<file path="config.mk">
export PLATFORM = sky130hd
export DESIGN_NAME = rtc_lectura_bus
export DESIGN_NICKNAME = d
export VERILOG_FILES = /design/src/rtl/rtc_lectura_bus.sv
export SDC_FILE = /design/constraint.sdc
export NUM_CORES = 1
export LEC_CHECK = 0
export CORE_UTILIZATION = 44
export DETAILED_ROUTE_END_ITERATION = 16
export GPL_TIMING_DRIVEN = 0
export PLACE_DENSITY = 0.73
export REMOVE_ABC_BUFFERS = 1
export SLEW_MARGIN = 20
export SYNTH_ARGS = -nofsm -noshare
export SYNTH_HDL_FRONTEND = slang
export SYNTH_SLANG_ARGS = --single-unit
export TNS_END_PERCENT = 100
</file>
<file path="constraint.sdc">
create_clock -name clk -period 3.5 [get_ports clk]
set_clock_uncertainty 0.2 [all_clocks]
set_input_delay 0.525 -clock clk [delete_from_list [all_inputs] [get_ports clk]]
set_output_delay 0.525 -clock clk [all_outputs]
set_load 0.01 [all_outputs]
</file>
<file path="src/rtl/rtc_lectura_bus.sv">
// rtc_lectura_bus: read engine for the RTC multiplexed address/data port.
// A start pulse latches an RTC register address, drives the address phase
// (A/D low, CS/WR strobes), turns the bus around, runs the data phase
// (A/D high, CS/RD strobes) and routes the returned byte into the matching
// time/date/timer holding register.
// Bus outputs are registered copies of a decode of the *next* state, so
// every strobe changes on the same edge as the state register and never
// glitches.
module rtc_lectura_bus #(
  parameter int unsigned PULSO = 4
) (
  input  logic       clk,
  input  logic       reset,
  input  logic       inicio,
  input  logic [7:0] dir,
  input  logic [7:0] ad_in,
  output logic [7:0] ad_out,
  output logic       ad_oe,
  output logic       cs_n,
  output logic       rd_n,
  output logic       wr_n,
  output logic       a_d,
  output logic       ocupado,
  output logic       listo,
  output logic [7:0] dato_leido,
  output logic [7:0] seg,
  output logic [7:0] min,
  output logic [7:0] hora,
  output logic [7:0] dia,
  output logic [7:0] mes,
  output logic [7:0] anio,
  output logic [7:0] seg_tim,
  output logic [7:0] min_tim,
  output logic [7:0] hora_tim
);

  typedef enum logic [2:0] {
    IDLE    = 3'd0,
    DIR_ESC = 3'd1,
    DIR_FIN = 3'd2,
    ESPERA  = 3'd3,
    LEER    = 3'd4,
    FIN     = 3'd5
  } state_t;

  // Last value of the phase counter inside a PULSO-long state.
  localparam logic [7:0] CNT_LAST = 8'(PULSO - 1);

  // One-hot index of each holding register in the decode vector.
  localparam int unsigned H_SEG      = 0;
  localparam int unsigned H_MIN      = 1;
  localparam int unsigned H_HORA     = 2;
  localparam int unsigned H_DIA      = 3;
  localparam int unsigned H_MES      = 4;
  localparam int unsigned H_ANIO     = 5;
  localparam int unsigned H_SEG_TIM  = 6;
  localparam int unsigned H_MIN_TIM  = 7;
  localparam int unsigned H_HORA_TIM = 8;

  // Map an RTC register address to a one-hot holding-register select;
  // unmapped addresses select nothing.
  function automatic logic [8:0] decode_dir(input logic [7:0] a);
    logic [8:0] sel;
    sel = 9'b0;
    case (a)
      8'h21:   sel[H_SEG]      = 1'b1;
      8'h22:   sel[H_MIN]      = 1'b1;
      8'h23:   sel[H_HORA]     = 1'b1;
      8'h24:   sel[H_DIA]      = 1'b1;
      8'h25:   sel[H_MES]      = 1'b1;
      8'h26:   sel[H_ANIO]     = 1'b1;
      8'h41:   sel[H_SEG_TIM]  = 1'b1;
      8'h42:   sel[H_MIN_TIM]  = 1'b1;
      8'h43:   sel[H_HORA_TIM] = 1'b1;
      default: sel = 9'b0;
    endcase
    return sel;
  endfunction

  state_t      state_r;
  state_t      state_s;
  logic [7:0]  cnt_r;
  logic [7:0]  addr_r;
  logic [7:0]  addr_s;
  logic        fase_fin_s;
  logic        captura_s;
  logic [8:0]  sel_s;

  logic [7:0]  ad_out_s;
  logic        ad_oe_s;
  logic        cs_n_s;
  logic        rd_n_s;
  logic        wr_n_s;
  logic        a_d_s;
  logic        ocupado_s;
  logic        listo_s;

  assign fase_fin_s = (cnt_r == CNT_LAST);
  // The byte is taken on the edge that closes the last read cycle.
  assign captura_s  = (state_r == LEER) && fase_fin_s;
  assign sel_s      = decode_dir(addr_r);
  // Address as it will be after this edge: the new one on acceptance.
  assign addr_s     = (state_r == IDLE) ? dir : addr_r;

  // State register.
  always_ff @(posedge clk or posedge reset) begin
    if (reset) begin
      state_r <= IDLE;
    end else begin
      state_r <= state_s;
    end
  end

  // Next-state logic: PULSO-long phases leave on the last counter value.
  always_comb begin
    state_s = state_r;
    case (state_r)
      IDLE: begin
        if (inicio) begin
          state_s = DIR_ESC;
        end else begin
          state_s = IDLE;
        end
      end
      DIR_ESC: begin
        if (fase_fin_s) begin
          state_s = DIR_FIN;
        end else begin
          state_s = DIR_ESC;
        end
      end
      DIR_FIN: state_s = ESPERA;
      ESPERA: begin
        if (fase_fin_s) begin
          state_s = LEER;
        end else begin
          state_s = ESPERA;
        end
      end
      LEER: begin
        if (fase_fin_s) begin
          state_s = FIN;
        end else begin
          state_s = LEER;
        end
      end
      FIN:     state_s = IDLE;
      default: state_s = IDLE;
    endcase
  end

  // Phase counter: cleared on every state change and held at zero in IDLE.
  always_ff @(posedge clk or posedge reset) begin
    if (reset) begin
      cnt_r <= 8'd0;
    end else if ((state_s != state_r) || (state_r == IDLE)) begin
      cnt_r <= 8'd0;
    end else begin
      cnt_r <= cnt_r + 8'd1;
    end
  end

  // Address latch: only loaded when a start request is accepted.
  always_ff @(posedge clk or posedge reset) begin
    if (reset) begin
      addr_r <= 8'h00;
    end else if ((state_r == IDLE) && inicio) begin
      addr_r <= dir;
    end else begin
      addr_r <= addr_r;
    end
  end

  // Output decode of the next state, registered below.
  always_comb begin
    ad_out_s  = 8'h00;
    ad_oe_s   = 1'b0;
    cs_n_s    = 1'b1;
    rd_n_s    = 1'b1;
    wr_n_s    = 1'b1;
    a_d_s     = 1'b1;
    ocupado_s = 1'b1;
    listo_s   = 1'b0;
    case (state_s)
      IDLE: begin
        ocupado_s = 1'b0;
      end
      DIR_ESC: begin
        a_d_s    = 1'b0;
        cs_n_s   = 1'b0;
        wr_n_s   = 1'b0;
        ad_oe_s  = 1'b1;
        ad_out_s = addr_s;
      end
      DIR_FIN: begin
        // Address hold time after the WR rising edge.
        a_d_s    = 1'b0;
        ad_oe_s  = 1'b1;
        ad_out_s = addr_s;
      end
      ESPERA: begin
        // Turnaround: nobody drives the bus.
        a_d_s = 1'b1;
      end
      LEER: begin
        cs_n_s = 1'b0;
        rd_n_s = 1'b0;
      end
      FIN: begin
        listo_s = 1'b1;
      end
      default: begin
        ocupado_s = 1'b0;
      end
    endcase
  end

  // Registered bus and status outputs.
  always_ff @(posedge clk or posedge reset) begin
    if (reset) begin
      ad_out  <= 8'h00;
      ad_oe   <= 1'b0;
      cs_n    <= 1'b1;
      rd_n    <= 1'b1;
      wr_n    <= 1'b1;
      a_d     <= 1'b1;
      ocupado <= 1'b0;
      listo   <= 1'b0;
    end else begin
      ad_out  <= ad_out_s;
      ad_oe   <= ad_oe_s;
      cs_n    <= cs_n_s;
      rd_n    <= rd_n_s;
      wr_n    <= wr_n_s;
      a_d     <= a_d_s;
      ocupado <= ocupado_s;
      listo   <= listo_s;
    end
  end

  // Captured byte and holding registers, written only on entry to FIN.
  always_ff @(posedge clk or posedge reset) begin
    if (reset) begin
      dato_leido <= 8'h00;
      seg        <= 8'h00;
      min        <= 8'h00;
      hora       <= 8'h00;
      dia        <= 8'h00;
      mes        <= 8'h00;
      anio       <= 8'h00;
      seg_tim    <= 8'h00;
      min_tim    <= 8'h00;
      hora_tim   <= 8'h00;
    end else if (captura_s) begin
      dato_leido <= ad_in;
      seg        <= sel_s[H_SEG]      ? ad_in : seg;
      min        <= sel_s[H_MIN]      ? ad_in : min;
      hora       <= sel_s[H_HORA]     ? ad_in : hora;
      dia        <= sel_s[H_DIA]      ? ad_in : dia;
      mes        <= sel_s[H_MES]      ? ad_in : mes;
      anio       <= sel_s[H_ANIO]     ? ad_in : anio;
      seg_tim    <= sel_s[H_SEG_TIM]  ? ad_in : seg_tim;
      min_tim    <= sel_s[H_MIN_TIM]  ? ad_in : min_tim;
      hora_tim   <= sel_s[H_HORA_TIM] ? ad_in : hora_tim;
    end else begin
      dato_leido <= dato_leido;
      seg        <= seg;
      min        <= min;
      hora       <= hora;
      dia        <= dia;
      mes        <= mes;
      anio       <= anio;
      seg_tim    <= seg_tim;
      min_tim    <= min_tim;
      hora_tim   <= hora_tim;
    end
  end

endmodule
</file>
### Word level (Yosys, flattened, before mapping)

Cells that the tools add are included.

* equal/unequal tests: 20
* multiplexer cells: 24
* reductions and logical operators: 16
* $add $sub $neg: 1

Operators by type and width (count)
* $eq A8 B6 Y1 const B: 6
* $eq A8 B7 Y1 const B: 3
* $mux W8: 3
* $mux W1: 18
* $reduce_and A2 Y1: 9
* $pmux W3 S5: 1
* $eq A3 B2 Y1 const B: 4
* $eq A3 B3 Y1 const B: 3
* $add A8 B1 Y8 const B: 1
* $eq A8 B2 Y1 const B: 1
* $eq A3 B1 Y1 const B: 2
* $reduce_or A5 Y1: 1
* $reduce_or A2 Y1: 2
* $logic_not A3 Y1: 1
* $mux W3: 1
* $ne A3 B3 Y1: 1
* $logic_and A1 B1 Y1: 2
* $mux W2: 1
* $logic_or A1 B1 Y1: 1

* output and inout port bits: 95
* word-level logic and storage cells: 82
* flip-flop bits (word level): 114
* input bits: 19

### Logic depth before layout (Yosys ltp)

* depth after elaboration: 6
* depth in mapped cells: 7
* depth with buffers taken out: 5

### Worst setup path before layout

No wires, ideal clock.

* kind: register to register
* from: reg cnt_r[4]
* to: reg hora_tim[0]
* clock period less this slack: 2.174 ns
* buffers on the path: 2
* data arrival time: 1.849 ns
* setup time: 0.125 ns
* path slack: 1.326 ns
* stages on the path, launching flop included: 7
* cell sequence: dfrtp_1 nor4_4 and4_1 buf_4 and4_1 buf_4 mux2_2

* cells in the longest elaborated chain, start to end: 3

Ends and longest elaborated chain
* start: declaration: RTL line 82 `logic [7:0] cnt_r;`
* start signal: assignment: RTL line 159 `cnt_r <= cnt_r + 8'd1;`
* $eq A8 B2 Y1: RTL line 98 `assign fase_fin_s = (cnt_r == CNT_LAST);`
* $logic_and A1 B1 Y1: RTL line 100 `assign captura_s = (state_r == LEER) && fase_fin_s;`
* $reduce_and A2 Y1 (no line)
* end signal: assignment: RTL line 264 `hora_tim <= sel_s[H_HORA_TIM] ? ad_in : hora_tim;`
* end signal: assignment: RTL line 275 `hora_tim <= hora_tim;`
* end: declaration: RTL line 34 `output logic [7:0] hora_tim`

Every way passes these cells.
A chain may end at the register's enable or synchronous reset.

### Worst setup path in the final report

* from: reg state_r[0]
* to: reg hora[5]

* cells in the longest elaborated chain, start to end: 3

Ends and longest elaborated chain
* start: declaration: RTL line 80 `state_t state_r;`
* start signal: assignment: RTL line 110 `state_r <= state_s;`
* $eq A3 B3 Y1: RTL line 100
* $logic_and A1 B1 Y1: RTL line 100
* $reduce_and A2 Y1 (no line)
* end signal: assignment: RTL line 258 `hora <= sel_s[H_HORA] ? ad_in : hora;`
* end signal: assignment: RTL line 269 `hora <= hora;`
* end: declaration: RTL line 28 `output logic [7:0] hora,`

Every way passes these cells.

==> flow_metrics.env <==
export IMPL_status="complete, no violations"
export IMPL_final_period_utilization_pct=80.8
export IMPL_dr_first_iter_drc_count=82
export IMPL_p_leak_nw=2.85
export IMPL_htreeDepth=4
export IMPL_postCtsSetupRepairBufs=0
export IMPL_io_buffers=113
export IMPL_cts_buffers=17
export IMPL_drt_pass1_iterations=5
export IMPL_synth_avg_cell_area_um2=13.9
export IMPL_crit_type="register to register"
export IMPL_start_util_pct=45.1
export IMPL_arrival_ps=3010
export IMPL_antenna_left=0
export IMPL_instances_no_fill=595
export IMPL_finalHoldViolCount=0
export IMPL_pwr_density_cell_nw_per_um2=638
export IMPL_fmax_mhz=354
export IMPL_critPathRequiredTime_ps=3680
export IMPL_dp_cells=563
export IMPL_drt_wl_total_mm=9.92
export IMPL_nNetsFinal=466
export IMPL_die_h_um=104
export IMPL_clk_pin_slew_worst_paths_ps=60
export IMPL_tightest_slew_ps=792
export IMPL_clk_root_buffer_cell="clkbuf_8"
export IMPL_cts_sink_count=114
export IMPL_pre_cts_ws_ps=680
export IMPL_die_area_um2=10900
export IMPL_grt_max_degree=59
export IMPL_syn_inst=332
export IMPL_fp_coreArea_um2=10200
export IMPL_hp_class="input pin to async pin"
export IMPL_rows=37
export IMPL_grt_ovfl_total=0
export IMPL_grt_pass1_vias=3005
export IMPL_start_kind="register"
export IMPL_ys_types=38
export IMPL_antenna_found_initial=0
export IMPL_grtUsageTotal_pct=19.6
export IMPL_irDropWorstVdd_mv=0.337
export IMPL_postCtsHoldBufs=0
export IMPL_drive_above_1_share_pct=30.3
export IMPL_tns_ps=0
export IMPL_hpwl_mm=6.61
export IMPL_rsz0062_at_grt="no"
export IMPL_num_io_pins=114
export IMPL_slew_limit_headroom_pct=47.0
export IMPL_ys_seq_area_share_pct=62.0
export IMPL_reg2reg_from="state_r[0]$_DFF_PP0_"
export IMPL_cts_resized=0
export IMPL_route_detailed_drc=0
export IMPL_place_congestion=0.779
export IMPL_fin_crit_ps=2830
export IMPL_worstPathMaxFanout=24
export IMPL_synth_area_um2=4610
export IMPL_wl_per_cell_um=16.7
export IMPL_via_per_inst=5.05
export IMPL_diodes=0
export IMPL_vias=3006
export IMPL_setup_ws_ps=674
export IMPL_worstSetupStartpoint="state_r[0]$_DFF_PP0_"
export IMPL_cp_end_kind="register"
export IMPL_maxCapViolCount=0
export IMPL_clkLatencyLatePin_ps=500
export IMPL_die_w_um=104
export IMPL_clockBufferDepth=2
export IMPL_cts_tree="built"
export IMPL_grt_pass1_wl_mm=16.3
export IMPL_synth_seq_cells=114
export IMPL_syn_to_final_growth_pct=40.7
export IMPL_yosys_warnings=0
export IMPL_drv_slew=0
export IMPL_setup_violations=0
==> cells in the mapped netlist, drive strengths merged <==
library cell	n	area, um2
dfrtp	110	2750
mux2	87	980
nor2	32	120
nand2	16	60.1
buf	12	57.6
a21oi	9	45.0
nand3	9	82.6
clkbuf	7	27.5
inv	7	26.3
nor2b	5	31.3
dfstp	4	105
xor2	4	35.0
and4	3	26.3
nor3b	3	32.5
nor4	3	63.8
o21ai	3	15.0
and2	2	12.5
and3	2	13.8
nor3	2	10.0
nor4b	2	32.5
xnor2	2	17.5
a221oi	1	8.76
a311oi	1	8.76
a31oi	1	6.26
ha	1	12.5
mux2i	1	10.0
nand2b	1	6.26
nand4	1	6.26
or2	1	6.26
==> sequential cells by signal, indices dropped and copies added, names as in the netlist <==
signal,cells
seg_tim,8
rd_n,1
min,8
listo,1
cs_n,1
seg,8
dato_leido,8
hora,8
hora_tim,8
mes,8
ocupado,1
ad_out,8
min_tim,8
anio,8
state_r,3
wr_n,1
ad_oe,1
dia,8
cnt_r,8
addr_r,8
a_d,1
==> worst max-delay path: stages, from the launching register on <==
cell and delay, ps:
dfrtp_1 650, nor3b_2 510, and4_1 440, and4_1 520, mux2_2 390
==> routing by layer <==
layer  vias to the layer above  global-route usage [%]  routed length [um]
met5                         -                       0                   0
met4                         0                    6.12                  66
met3                         9                    5.64                 466
met2                        91                    31.0                4880
met1                      1527                    26.1                4510
li1                       1379                       -                   -
==> cells in the final DEF (no fill, tap or decap), drive strengths merged, types with 2 or more instances in the layout <==
cell	n
nor4b	2
and4	3
dfstp	4
clkinvlp	2
inv	10
clkinv	5
nor3	2
mux2	87
dfrtp	110
nand2	16
nand3	9
nor3b	3
and2	2
nor2b	5
bufinv	4
xor2	4
nor4	3
and3	2
clkbuf	18
nor2	32
a21oi	9
clkdlybuf4s50	113
xnor2	2
o21ai	3
==> cell families (layout without fill, tap and decap cells) <==
logic type / after synthesis / in the layout / synth area share (%)
compound gates: 15 / 15 / 1.82
xor+xnor: 6 / 6 / 1.14
fa+ha+maj: 1 / 1 / 0.271
buf+inv: 26 / 153 / 2.41
flops: 114 / 114 / 62.0
mux: 88 / 88 / 21.5
simple gates: 82 / 82 / 10.9
==> path summary, 6_finish.rpt <==
check                                       to  slack, ps  depth (start not counted)
min in group clk            cnt_r[0]$_DFF_PP0_        280                          1
max reg2reg                hora[5]$_DFFE_PP0P_        670                          4
min                            listo$_DFF_PP0_        280                          2
max                        hora[5]$_DFFE_PP0P_        670                          4
max in group asynchronous        a_d$_DFF_PP1_       2130                          3
min reg2reg                 cnt_r[0]$_DFF_PP0_        280                          1
==> final cells by class <==
cell class              count  area (um2)
fillers                   751        3740
flip-flops and latches    114        2860
multi-input cells         192        1650
repair buffers            114        1160
clock buffers              18         418
clock inverters            14         205
well taps                 136         170
inverters                   7        31.3
==> through the flow <==
| stage | hold slack, ps | area, um2 | utilization [%] | power, mW |
|---|---|---|---|---|
| 6_report | 276 | 6490 | 63.4 | 4.14 |
| 3_3_place_gp | 270 | 5830 | 57.0 | 2.36 |
| 2_1_floorplan | 248 | 4530 | - | 2.04 |
| 3_5_place_dp | 277 | 5870 | 57.3 | 2.38 |
| 5_1_grt | 309 | 6490 | 63.4 | 4.33 |
| 4_1_cts | 281 | 6490 | 63.4 | 4.18 |
==> report_power, final <==
group / internal (mW) / total (mW) / switching, mW / leakage, nW
clock: 1.17 / 1.78 / 0.614 / 0.297
combinational: 0.357 / 0.702 / 0.345 / 1.11
sequential: 1.50 / 1.65 / 0.151 / 1.45
Power figures use the tool's default switching activity.
